File: src/rtl/i2c_target_regs.sv
// I2C target with a small byte-wide register file.
// Responds to TARGET_ADDR, supports pointer write, burst write and burst read.
// Register contents are exported in parallel on regs_o.
// SDA is open-drain, so it is expressed as an output enable (sda_oe = 1 pulls low).
//
// state      | meaning
// -----------+-----------------------------------------------------------
// IDLE       | bus ignored until a START is seen
// ADDR       | shifting in the 7-bit address and the R/W bit
// ADDR_ACK   | driving the ACK for a matched address
// PTR        | shifting in the register pointer byte
// PTR_ACK    | driving the ACK for the pointer byte
// WDATA      | shifting in a data byte; it is committed on the 8th SCL rise
// WDATA_ACK  | driving the ACK for a data byte
// RDATA      | shifting out regs[pointer], MSB first
// RDATA_MACK | released, sampling the initiator's ACK/NACK
module i2c_target_regs #(
    parameter logic [6:0] TARGET_ADDR = 7'h2A,
    parameter int         NUM_REGS    = 4,
    parameter int         IDX_W       = 2
) (
    input  logic                  clk,
    input  logic                  rst_n,
    input  logic                  scl_i,
    input  logic                  sda_i,
    output logic                  sda_oe,
    output logic [NUM_REGS*8-1:0] regs_o,
    output logic                  wr_stb,
    output logic [IDX_W-1:0]      wr_idx,
    output logic                  busy
);

    typedef enum logic [3:0] {
        IDLE, ADDR, ADDR_ACK, PTR, PTR_ACK, WDATA, WDATA_ACK, RDATA, RDATA_MACK
    } state_t;

    state_t           state;
    logic             scl_meta, scl_sync, scl_hist;
    logic             sda_meta, sda_sync, sda_hist;
    logic [7:0]       shreg;
    logic [2:0]       bits_left;
    logic             byte_done;
    logic             rw;
    logic [IDX_W-1:0] ptr;

    logic       scl_rise, scl_fall, bus_start, bus_stop;
    logic [7:0] rx_byte, cur_byte;

    assign scl_rise  = scl_sync & ~scl_hist;
    assign scl_fall  = ~scl_sync & scl_hist;
    assign bus_start = scl_sync & scl_hist & sda_hist & ~sda_sync;
    assign bus_stop  = scl_sync & scl_hist & ~sda_hist & sda_sync;
    assign rx_byte   = {shreg[6:0], sda_sync};
    assign cur_byte  = regs_o[{ptr, 3'b000} +: 8];

    // Two-stage synchronizers plus one history stage; idle bus level is high.
    always_ff @(posedge clk or negedge rst_n) begin
        if (!rst_n) begin
            scl_meta <= 1'b1;
            scl_sync <= 1'b1;
            scl_hist <= 1'b1;
            sda_meta <= 1'b1;
            sda_sync <= 1'b1;
            sda_hist <= 1'b1;
        end else begin
            scl_meta <= scl_i;
            scl_sync <= scl_meta;
            scl_hist <= scl_sync;
            sda_meta <= sda_i;
            sda_sync <= sda_meta;
            sda_hist <= sda_sync;
        end
    end

    // Protocol FSM; sda_oe only moves on SCL fall except when START/STOP/reset release it.
    always_ff @(posedge clk or negedge rst_n) begin
        if (!rst_n) begin
            state     <= IDLE;
            sda_oe    <= 1'b0;
            regs_o    <= '0;
            wr_stb    <= 1'b0;
            wr_idx    <= '0;
            busy      <= 1'b0;
            shreg     <= '0;
            bits_left <= 3'd7;
            byte_done <= 1'b0;
            rw        <= 1'b0;
            ptr       <= '0;
        end else begin
            wr_stb <= 1'b0;
            if (bus_stop) begin
                state     <= IDLE;
                sda_oe    <= 1'b0;
                busy      <= 1'b0;
                byte_done <= 1'b0;
            end else if (bus_start) begin
                state     <= ADDR;
                sda_oe    <= 1'b0;
                bits_left <= 3'd7;
                byte_done <= 1'b0;
            end else begin
                case (state)
                    ADDR: begin
                        if (scl_rise) begin
                            shreg <= rx_byte;
                            if (bits_left == 3'd0) begin
                                if (rx_byte[7:1] == TARGET_ADDR) begin
                                    busy      <= 1'b1;
                                    rw        <= rx_byte[0];
                                    byte_done <= 1'b1;
                                end else begin
                                    busy  <= 1'b0;
                                    state <= IDLE;
                                end
                            end else begin
                                bits_left <= bits_left - 3'd1;
                            end
                        end else if (scl_fall && byte_done) begin
                            sda_oe    <= 1'b1;
                            byte_done <= 1'b0;
                            state     <= ADDR_ACK;
                        end
                    end
                    ADDR_ACK: begin
                        if (scl_fall) begin
                            bits_left <= 3'd7;
                            if (rw) begin
                                sda_oe <= ~cur_byte[7];
                                shreg  <= {cur_byte[6:0], 1'b0};
                                state  <= RDATA;
                            end else begin
                                sda_oe <= 1'b0;
                                state  <= PTR;
                            end
                        end
                    end
                    PTR: begin
                        if (scl_rise) begin
                            shreg <= rx_byte;
                            if (bits_left == 3'd0) begin
                                ptr       <= rx_byte[IDX_W-1:0];
                                byte_done <= 1'b1;
                            end else begin
                                bits_left <= bits_left - 3'd1;
                            end
                        end else if (scl_fall && byte_done) begin
                            sda_oe    <= 1'b1;
                            byte_done <= 1'b0;
                            state     <= PTR_ACK;
                        end
                    end
                    WDATA: begin
                        if (scl_rise) begin
                            shreg <= rx_byte;
                            if (bits_left == 3'd0) begin
                                regs_o[{ptr, 3'b000} +: 8] <= rx_byte;
                                wr_stb    <= 1'b1;
                                wr_idx    <= ptr;
                                ptr       <= ptr + IDX_W'(1);
                                byte_done <= 1'b1;
                            end else begin
                                bits_left <= bits_left - 3'd1;
                            end
                        end else if (scl_fall && byte_done) begin
                            sda_oe    <= 1'b1;
                            byte_done <= 1'b0;
                            state     <= WDATA_ACK;
                        end
                    end
                    PTR_ACK, WDATA_ACK: begin
                        if (scl_fall) begin
                            sda_oe    <= 1'b0;
                            bits_left <= 3'd7;
                            state     <= WDATA;
                        end
                    end
                    RDATA: begin
                        if (scl_fall) begin
                            if (bits_left == 3'd0) begin
                                sda_oe <= 1'b0;
                                state  <= RDATA_MACK;
                            end else begin
                                sda_oe    <= ~shreg[7];
                                shreg     <= {shreg[6:0], 1'b0};
                                bits_left <= bits_left - 3'd1;
                            end
                        end
                    end
                    RDATA_MACK: begin
                        if (scl_rise) begin
                            if (!sda_sync) begin
                                ptr       <= ptr + IDX_W'(1);
                                byte_done <= 1'b1;
                            end else begin
                                busy  <= 1'b0;
                                state <= IDLE;
                            end
                        end else if (scl_fall && byte_done) begin
                            // pointer already advanced on the ACK rise, so cur_byte is the next register
                            sda_oe    <= ~cur_byte[7];
                            shreg     <= {cur_byte[6:0], 1'b0};
                            bits_left <= 3'd7;
                            byte_done <= 1'b0;
                            state     <= RDATA;
                        end
                    end
                    default: begin
                        state <= IDLE;
                    end
                endcase
            end
        end
    end

endmodule

File: config.mk
export PLATFORM = sky130hd
export DESIGN_NAME = i2c_target_regs
export DESIGN_NICKNAME = d
export VERILOG_FILES = /design/src/rtl/i2c_target_regs.sv
export SDC_FILE = /design/constraint.sdc
export NUM_CORES = 1
export LEC_CHECK = 0
export ABC_AREA = 1
export BUFFER_PORTS_ARGS = -buffer_cell sky130_fd_sc_hd__buf_2
export CORE_AREA = 2 2 99 101
export CTS_CLUSTER_DIAMETER = 50
export DETAILED_ROUTE_END_ITERATION = 8
export DIE_AREA = 0 0 101 103
export PLACE_DENSITY = 0.66
export SETUP_SLACK_MARGIN = 0.15
export SYNTH_ARGS = -nofsm -noshare
export SYNTH_HDL_FRONTEND = slang
export SYNTH_SLANG_ARGS = --single-unit
File: constraint.sdc
create_clock -name clk -period 2.55 [get_ports clk]
set_input_delay 0.6375 -clock clk [delete_from_list [all_inputs] [get_ports clk]]
set_output_delay 0.6375 -clock clk [all_outputs]
set_load 0.02 [all_outputs]
* Word level (Yosys, flattened, before mapping)
Cells that the tools add are included.
** Word-level totals
- Logic and storage cells :: 190
- Input port bits :: 4
- Output and inout bits :: 37
- Register bits after elaboration :: 62
** Operators by class
- Bitwise operators :: 15
- Add/sub/neg operators :: 3
- Muxes and demuxes :: 79
- Shift operators :: 3
- Equality and inequality tests :: 52
- Reduce and logical (&&, ||, !) cells :: 21
** Operator list (count)
- $mux 4 :: 17
- $mux 8 :: 7
- $ne 4x4->1 const B :: 10
- $ne 5x5->1 const B :: 7
- $mux 1 :: 33
- $bwmux 32 :: 1
- $pmux 8 s4 :: 1
- $shift 8x7->32 const A :: 1
- $shiftx 32x6->8 :: 1
- $shiftx 8x7->32 :: 1
- $pmux 4 s7 :: 1
- $mux 3 :: 8
- $ne 2x2->1 const B :: 12
- $ne 3x3->1 const B :: 7
- $eq 4x3->1 const B :: 4
- $reduce_and 13->1 :: 1
- $mux 2 :: 6
- $pmux 3 s4 :: 1
- $reduce_and 6->1 :: 2
- $reduce_and 10->1 :: 1
- $reduce_and 5->1 :: 2
- $reduce_bool 5->1 :: 2
- $reduce_and 9->1 :: 1
- $eq 4x2->1 const B :: 2
- 26 further kinds :: 44

* Depth between registers and ports, before layout
Gate-level depths: netlist of the first run.
- Word-level depth :: 8
- Depth in mapped cells :: 11
- Gate-level depth less buffers :: 11

* Worst setup path after synthesis of the first run
Ideal clock, no wire load.
- Path kind :: reg2reg
- From :: reg ptr[1]
- To :: reg regs_o[6]
- Stages on the path, launching flop included :: 8
- Slack :: 0.492 ns
- Setup time :: 0.076 ns
- Arrival :: 1.981 ns
- Buffers on the path :: 2
- Period minus slack after synthesis :: 2.058 ns
- Data required time :: 2.474 ns
- Cells stage by stage :: dfrtp_1 clkbuf_1 inv_1 clkbuf_1 ha_1 nor3_1 nand3_1 o21ai_1
** Between the ends
- Cells in the longest elaborated chain, start to end :: 3
- Elaborated cells between the ends (all ways) :: 4
- Those cells by class :: add/sub: 1; shift: 2; mux: 1
** Ends and longest elaborated chain
- start: declaration :: RTL line 44 : logic [IDX_W-1:0] ptr;
- start signal: assignment :: RTL line 141 : ptr <= rx_byte[IDX_W-1:0];
- start signal: assignment :: RTL line 159 : ptr <= ptr + IDX_W'(1);
- start signal: assignment :: RTL line 192 : ptr <= ptr + IDX_W'(1);
- $neg 5->7 (*) :: RTL line 156 : regs_o[{ptr, 3'b000} +: 8] <= rx_byte;
- $shiftx 8x7->32 / $shift 8x7->32 (equally long branches) :: RTL line 156
- $bwmux 32 (*) :: RTL line 156
- end signal: indexed assignment :: RTL line 156
- end: declaration :: RTL line 27 : output logic [NUM_REGS*8-1:0] regs_o,
Mark *: on every way between the ends. The rest lies on a longest branch, timed or not.
A chain may end at the register's enable or synchronous reset.

* Final worst setup path of the first run
- From :: reg ptr[1]
- To :: reg regs_o[15]
The elaborated chain is that of the path after synthesis.

==> results of run 1 <==
metrics by stage:
stage           util  total power [W]  instance area, um^2  hold WS (ns)
5_1_grt        0.439          0.00244                 4150         0.345
3_3_place_gp   0.418          0.00146                 3960         0.346
4_1_cts        0.439          0.00234                 4150         0.324
2_1_floorplan      -          0.00136                 3650         0.342
6_report       0.439          0.00233                 4150         0.301
3_5_place_dp   0.418          0.00147                 3960         0.349
flip-flops by register name, indices dropped and copies added (netlist names):
signal / cells
bits_left: 3
busy: 1
byte_done: 1
ptr: 2
regs_o: 32
rw: 1
scl_hist: 1
scl_meta: 1
scl_sync: 1
sda_hist: 1
sda_meta: 1
sda_oe: 1
sda_sync: 1
shreg: 8
state: 4
wr_idx: 2
wr_stb: 1
worst max-delay path, stage by stage (launching register included):
cell and delay (ns):
dfrtp_1 0.59, inv_1 0.30, ha_1 0.40, inv_1 0.08, nor2_1 0.45, nand3_1 0.13, o21ai_1 0.09
synthesized netlist by cell type, drive strengths merged:
cell type  instances
dfrtp             53
nand4              5
nand2            123
ha                 7
nor2              52
nand3             64
dfstp              9
o21ai             68
a31oi              4
buf                7
o211ai             2
inv               55
clkbuf             7
xnor2              1
a21oi             23
nor3               5
path summary, 6_finish.rpt:
| kind | end | cells past startpoint | startpoint | slack (ns) |
|---|---|---|---|---|
| max in group asynchronous | regs_o[17]$_DFFE_PN0P_ | 2 | rst_n | 1.64 |
| min in group clk | sda_sync$_DFF_PN1_ | 0 | sda_meta$_DFF_PN1_ | 0.36 |
| min | regs_o[4]$_DFFE_PN0P_ | 1 | rst_n | 0.30 |
| max | regs_o[15]$_DFFE_PN0P_ | 6 | ptr[1]$_DFFE_PN0P_ | 0.44 |
| min reg2reg | sda_sync$_DFF_PN1_ | 0 | sda_meta$_DFF_PN1_ | 0.36 |
| max reg2reg | regs_o[15]$_DFFE_PN0P_ | 6 | ptr[1]$_DFFE_PN0P_ | 0.44 |
cell type report:
cell class | instances | area [um^2] | area share
Multi-Input combinational cell | 354 | 1800 | 0.433
Sequential cell | 62 | 1560 | 0.376
Timing Repair Buffer | 44 | 243 | 0.0585
Inverter | 55 | 209 | 0.0503
Tap cell | 114 | 143 | 0.0343
Clock buffer | 9 | 124 | 0.0298
Clock inverter | 7 | 72.6 | 0.0175
kinds of logic after synthesis:
logic type | after synthesis | synth area share
xor gates and xnor gates | 1 | 0.00240
buffers and inverters | 69 | 0.0788
DFF | 62 | 0.428
AOI/OAI and AO/OA | 97 | 0.140
and+or+nand+nor | 249 | 0.327
adders and majority gates | 7 | 0.0240
routing by layer:
layer  up-vias  share of wire  global-route usage
met5         -              0                   0
met4         0          0.030              0.0748
met3        29          0.057              0.0298
met2       133           0.44               0.288
met1      1591           0.47               0.273
li1       1675              -                   -
power breakdown:
group	internal (W)	leakage [nW]	switching, W
Clock	0.000452	0.0956	0.000417
Combinational	0.000110	1.32	0.000210
Sequential	0.00106	0.825	0.0000765
==> results.sh, run 1 <==
export IMPL_outcome="completed"
export IMPL_p_leak_nw=2.24
export IMPL_place_detailed_hpwl_mm=6.80
export IMPL_maxCapViolCount=0
export IMPL_fp_coreArea_um2=9460
export IMPL_cp_start_kind="flip-flop"
export IMPL_preCtsSetupSlack_ns=0.487
export IMPL_fin_crit_sh=0.827
export IMPL_numCtsBuffers=9
export IMPL_crit_fanout=13
export IMPL_rsz0062_at_grt="false"
export IMPL_grt_usage=0.190
export IMPL_nFillCells=982
export IMPL_drive_gt1_frac=0.202
export IMPL_gp_congestion=0.978
export IMPL_clk_latency_ns=0.34
export IMPL_fp_dieH_um=103
export IMPL_yosysTopAreaCellShare=0.363
export IMPL_first_global_vias=3143
export IMPL_syn_area_um2=3650
export IMPL_grt_antenna_before_repair=0
export IMPL_die_w_um=101
export IMPL_synthCells=485
export IMPL_final_min_clock_period_ns=2.11
export IMPL_root_buffer="clkbuf_8"
export IMPL_initial_core_util=0.386
export IMPL_final_cells=645
export IMPL_hold_violations=0
export IMPL_fin_skew_ns=0.0120
export IMPL_cts_hold_buffers=0
export IMPL_grt_overflow_total=0
export IMPL_wl_per_cell_um=14.5
export IMPL_drt_wl_total_mm=9.33
export IMPL_ys_types=29
export IMPL_io_pins=41
export IMPL_cts_tree="yes"
export IMPL_slew_viol_final=0
export IMPL_synth_seq_cells=62
export IMPL_ys_seq_area_frac=0.428
export IMPL_grt_pass1_wl_mm=15.5
export IMPL_vias=3428
export IMPL_synthTopCellsByArea="dfrtp_1, nand2_1, nand3_1"
export IMPL_cp_data_arrival_time_ns=2.38
export IMPL_io_buffer_count=40
export IMPL_cts_clk_slew_worst_paths_ns=0.08
export IMPL_fin_tns_setup_ns=0
export IMPL_area_delta_synth_final_pct=13.8
export IMPL_fmax_ghz=0.474
export IMPL_drtIter0Drc=268
export IMPL_syn_num_nets=496
export IMPL_syn_area_per_cell_um2=7.53
export IMPL_setup_viol=0
export IMPL_die_area_um2=10400
export IMPL_vias_per_cell=5.31
export IMPL_clockBufferDepth=2
export IMPL_antenna_left=0
export IMPL_layout_common_cells="nand2_1, nand3_1, dfrtp_1"
export IMPL_cp_end_kind="flip-flop"
export IMPL_setup_ws_ns=0.441
export IMPL_tightestPinTransition_ns=0.617
export IMPL_dp_cells=629
export IMPL_final_common_cell="nand2_1"
export IMPL_ctsResizeCount=0
export IMPL_postCtsSetupRepairBufs=0
export IMPL_crit_type="flip-flop to flip-flop"
export IMPL_num_rows=36
export IMPL_cts_max_level=3
export IMPL_slew_headroom=0.589
export IMPL_finalNetCount=537
export IMPL_n_antenna_cell=0
export IMPL_min_path_type="primary input to asynchronous set/reset pin"
export IMPL_yosysWarnings=0
export IMPL_route_detailed_drc=0
export IMPL_p_per_area_nw_per_um2=560
export IMPL_cts_sinks=62
export IMPL_synth_top_area_cell="dfrtp_1"
export IMPL_firstDrtPassIters=5
export IMPL_grt_max_degree=37
export IMPL_vdd_ir_drop_worst_v=0.000309
export IMPL_cp_data_required_time_ns=2.82
No activity file was read; power rests on OpenSTA's default activity.
==> run 2: changes to the inputs <==
ABC_AREA = 0   (was 1)
CORE_AREA = 2 2 97 99   (was 2 2 99 101)
DIE_AREA = 0 0 99 101   (was 0 0 101 103)
clock period = 2.04 ns   (was 2.55 ns; I/O delays follow)
==> run 2 against run 1 <==
- cell count decreased by 13%
- global-route usage is 0.49 points higher
- non-clock buffer count is 47 higher
- worst hold slack got worse by 0.14 ns
- maximum frequency up 6.0%
- largest cell class unchanged
- total power increased by 83%
- first-iteration DRC count decreased by 50%
==> results.sh, run 2 <==
export IMPL_fp_coreArea_um2=8980
export IMPL_cp_start_kind="flip-flop"
export IMPL_yosysWarnings=0
export IMPL_largest_reg_flops=32
export IMPL_outcome="completed"
export IMPL_area_delta_synth_final_pct=29.8
export IMPL_grt_pass1_wl_mm=15.4
export IMPL_worstReg2RegStart="state[2]$_DFFE_PN0P_"
export IMPL_slew_headroom=0.732
export IMPL_top_regs="regs_o x32, shreg x8, state x4"
export IMPL_power_total_w=0.00427
export IMPL_rrSetupSlack_ns=0.05
export IMPL_p_leak_nw=2.05
export IMPL_layout_common_cells="nand2_1, dfrtp_1, buf_4"
export IMPL_yosysTopAreaCellShare=0.381
export IMPL_cts_sinks=62
export IMPL_maxCapViolCount=0
export IMPL_p_per_area_nw_per_um2=945
export IMPL_fin_crit_sh=0.976
export IMPL_cp_data_required_time_ns=2.25
export IMPL_drt_wl_total_mm=9.49
export IMPL_final_common_cell="nand2_1"
export IMPL_fin_skew_ns=0.00939
export IMPL_design_area_um2=4520
export IMPL_gp_congestion=0.934
export IMPL_io_pins=41
export IMPL_combPwrFrac=0.389
export IMPL_n_antenna_cell=0
export IMPL_clockBufferDepth=2
export IMPL_synthCells=360
export IMPL_dpl_cell_area_um2=4000
export IMPL_firstDrtPassIters=4
export IMPL_reg2reg_depth=8
export IMPL_netSwitchingPower_w=0.00150
export IMPL_finalNetCount=453
export IMPL_antenna_left=0
export IMPL_grt_antenna_before_repair=0
export IMPL_synthTopCellsByArea="dfrtp_1, nand2_1, dfstp_2"
export IMPL_place_detailed_hpwl_mm=6.48
export IMPL_crit_fanout=8
export IMPL_min_path_type="primary input to asynchronous set/reset pin"
export IMPL_syn_area_per_cell_um2=9.67
export IMPL_slew_viol_final=0
export IMPL_clk_latency_ns=0.34
export IMPL_yosysMostFrequentCell="nand2_1"
export IMPL_setup_viol=0
export IMPL_synth_enable_flop_cells=0
export IMPL_grt_overflow_total=0
export IMPL_vias=3027
export IMPL_cp_end_kind="flip-flop"
export IMPL_cts_clk_slew_worst_paths_ns=0.07
export IMPL_synthTopCellsByCount="nand2_1, dfrtp_1, o21ai_0"
export IMPL_fmax_ghz=0.502
export IMPL_drtIter0Drc=135
export IMPL_route_detailed_drc=0
export IMPL_power_frac_seq=0.347
export IMPL_final_min_clock_period_ns=1.99
export IMPL_synth_ff_type="dfrtp_1"
export IMPL_synth_top_area_cell="dfrtp_1"
export IMPL_io_buffer_count=40
export IMPL_first_global_vias=3070
export IMPL_fp_dieH_um=101
export IMPL_root_buffer="clkbuf_8"
export IMPL_vias_per_cell=5.42
export IMPL_regMostFlops="regs_o"
export IMPL_vdd_ir_drop_worst_v=0.000384
export IMPL_grt_usage=0.195
export IMPL_internal_power_w=0.00276
export IMPL_whs_ns=0.165
export IMPL_r2r_end="shreg[6]$_DFFE_PN0P_"
export IMPL_numCtsBuffers=9
export IMPL_die_w_um=99
export IMPL_fin_tns_setup_ns=0
export IMPL_swShare=0.352
export IMPL_initial_core_util=0.388
export IMPL_synth_seq_cells=62
export IMPL_crit_type="flip-flop to flip-flop"
export IMPL_cts_max_level=3
export IMPL_syn_num_nets=371
export IMPL_hold_violations=0
export IMPL_drive_gt1_frac=0.391
export IMPL_wl_per_cell_um=17.0
export IMPL_synthArstFlopShare=1.00
export IMPL_syn_area_um2=3480
export IMPL_cp_data_arrival_time_ns=2.21
export IMPL_ys_types=59
export IMPL_die_area_um2=10000
export IMPL_ys_seq_area_frac=0.449
export IMPL_num_rows=35
export IMPL_clock_power_share=0.264
export IMPL_rsz0062_at_grt="true"
export IMPL_grt_max_degree=63
export IMPL_tightestPinTransition_ns=0.400
export IMPL_cts_tree="yes"
==> run 2: logic make-up after synthesis <==
kind of cell | after synthesis | synth area share
xor gates and xnor gates | 3 | 0.00755
adders and majority gates | 7 | 0.0252
AOI/OAI and AO/OA | 83 | 0.159
muxes | 23 | 0.100
DFF | 62 | 0.449
and+or+nand+nor | 152 | 0.216
buffers and inverters | 30 | 0.0428
==> run 2: worst max path at each step <==
stage,start,end,slack (ns),cells after the start
2_1_floorplan,ptr[0]$_DFFE_PN0P_,regs_o[0]$_DFFE_PN0P_,0.03,7
3_3_place_gp,scl_hist$_DFF_PN1_,shreg[7]$_DFFE_PN0P_,0.05,5
3_5_place_dp,state[0]$_DFFE_PN0P_,shreg[6]$_DFFE_PN0P_,-0.003,5
4_1_cts,state[0]$_DFFE_PN0P_,shreg[6]$_DFFE_PN0P_,0.13,6
5_1_grt,state[2]$_DFFE_PN0P_,shreg[6]$_DFFE_PN0P_,0.001,8
6_report,state[2]$_DFFE_PN0P_,shreg[6]$_DFFE_PN0P_,0.05,8
==> run 2: power by group through the flow <==
stage          Combinational (W)  Sequential, W  Clock, W
4_1_cts                  0.00135        0.00148   0.00115
3_3_place_gp             0.00121        0.00150         0
2_1_floorplan           0.000943        0.00141         0
3_5_place_dp             0.00122        0.00151         0
5_1_grt                  0.00177        0.00150   0.00122
6_report                 0.00166        0.00148   0.00113
==> run 2: cell type report <==
type / instances / area, um^2
Timing Repair Buffer: 91 / 639
Multi-Input combinational cell: 268 / 1920
Sequential cell: 62 / 1570
Clock buffer: 11 / 151
Inverter: 10 / 37.5
Fill cell: 812 / 4460
Clock inverter: 5 / 57.6
Tap cell: 111 / 139
==> run 2: per-stage QoR <==
step                      setup WS, ns   util  cells
after floorplan                 0.0261      -    360
after global placement          0.0492  0.446    527
after detailed placement      -0.00314  0.446    527
after CTS                        0.133  0.479    548
after global routing           0.00114  0.503    558
final                           0.0491  0.503    558
==> run 2: worst max-delay path, cell delays in order, from the launching register on <==
cell and delay (ns):
dfrtp_2 0.47, buf_12 0.15, buf_4 0.13, buf_4 0.15
nor3_4 0.18, a31oi_2 0.08, o221ai_4 0.21, buf_12 0.15
mux2_2 0.33
==> run 2: timing repair <==
action	in CTS	in global routing
resized for setup	11	38
pin swaps	2	8
hold buffers	0	0
setup endpoints to repair	54	35
setup buffers	5	10
==> run 2: per-layer routing <==
| metal | global-route usage | share of wire |
|---|---|---|
| met1 | 0.253 | 0.44 |
| met2 | 0.323 | 0.50 |
| met3 | 0.0416 | 0.039 |
| met4 | 0.0695 | 0.023 |
| met5 | 0 | 0 |
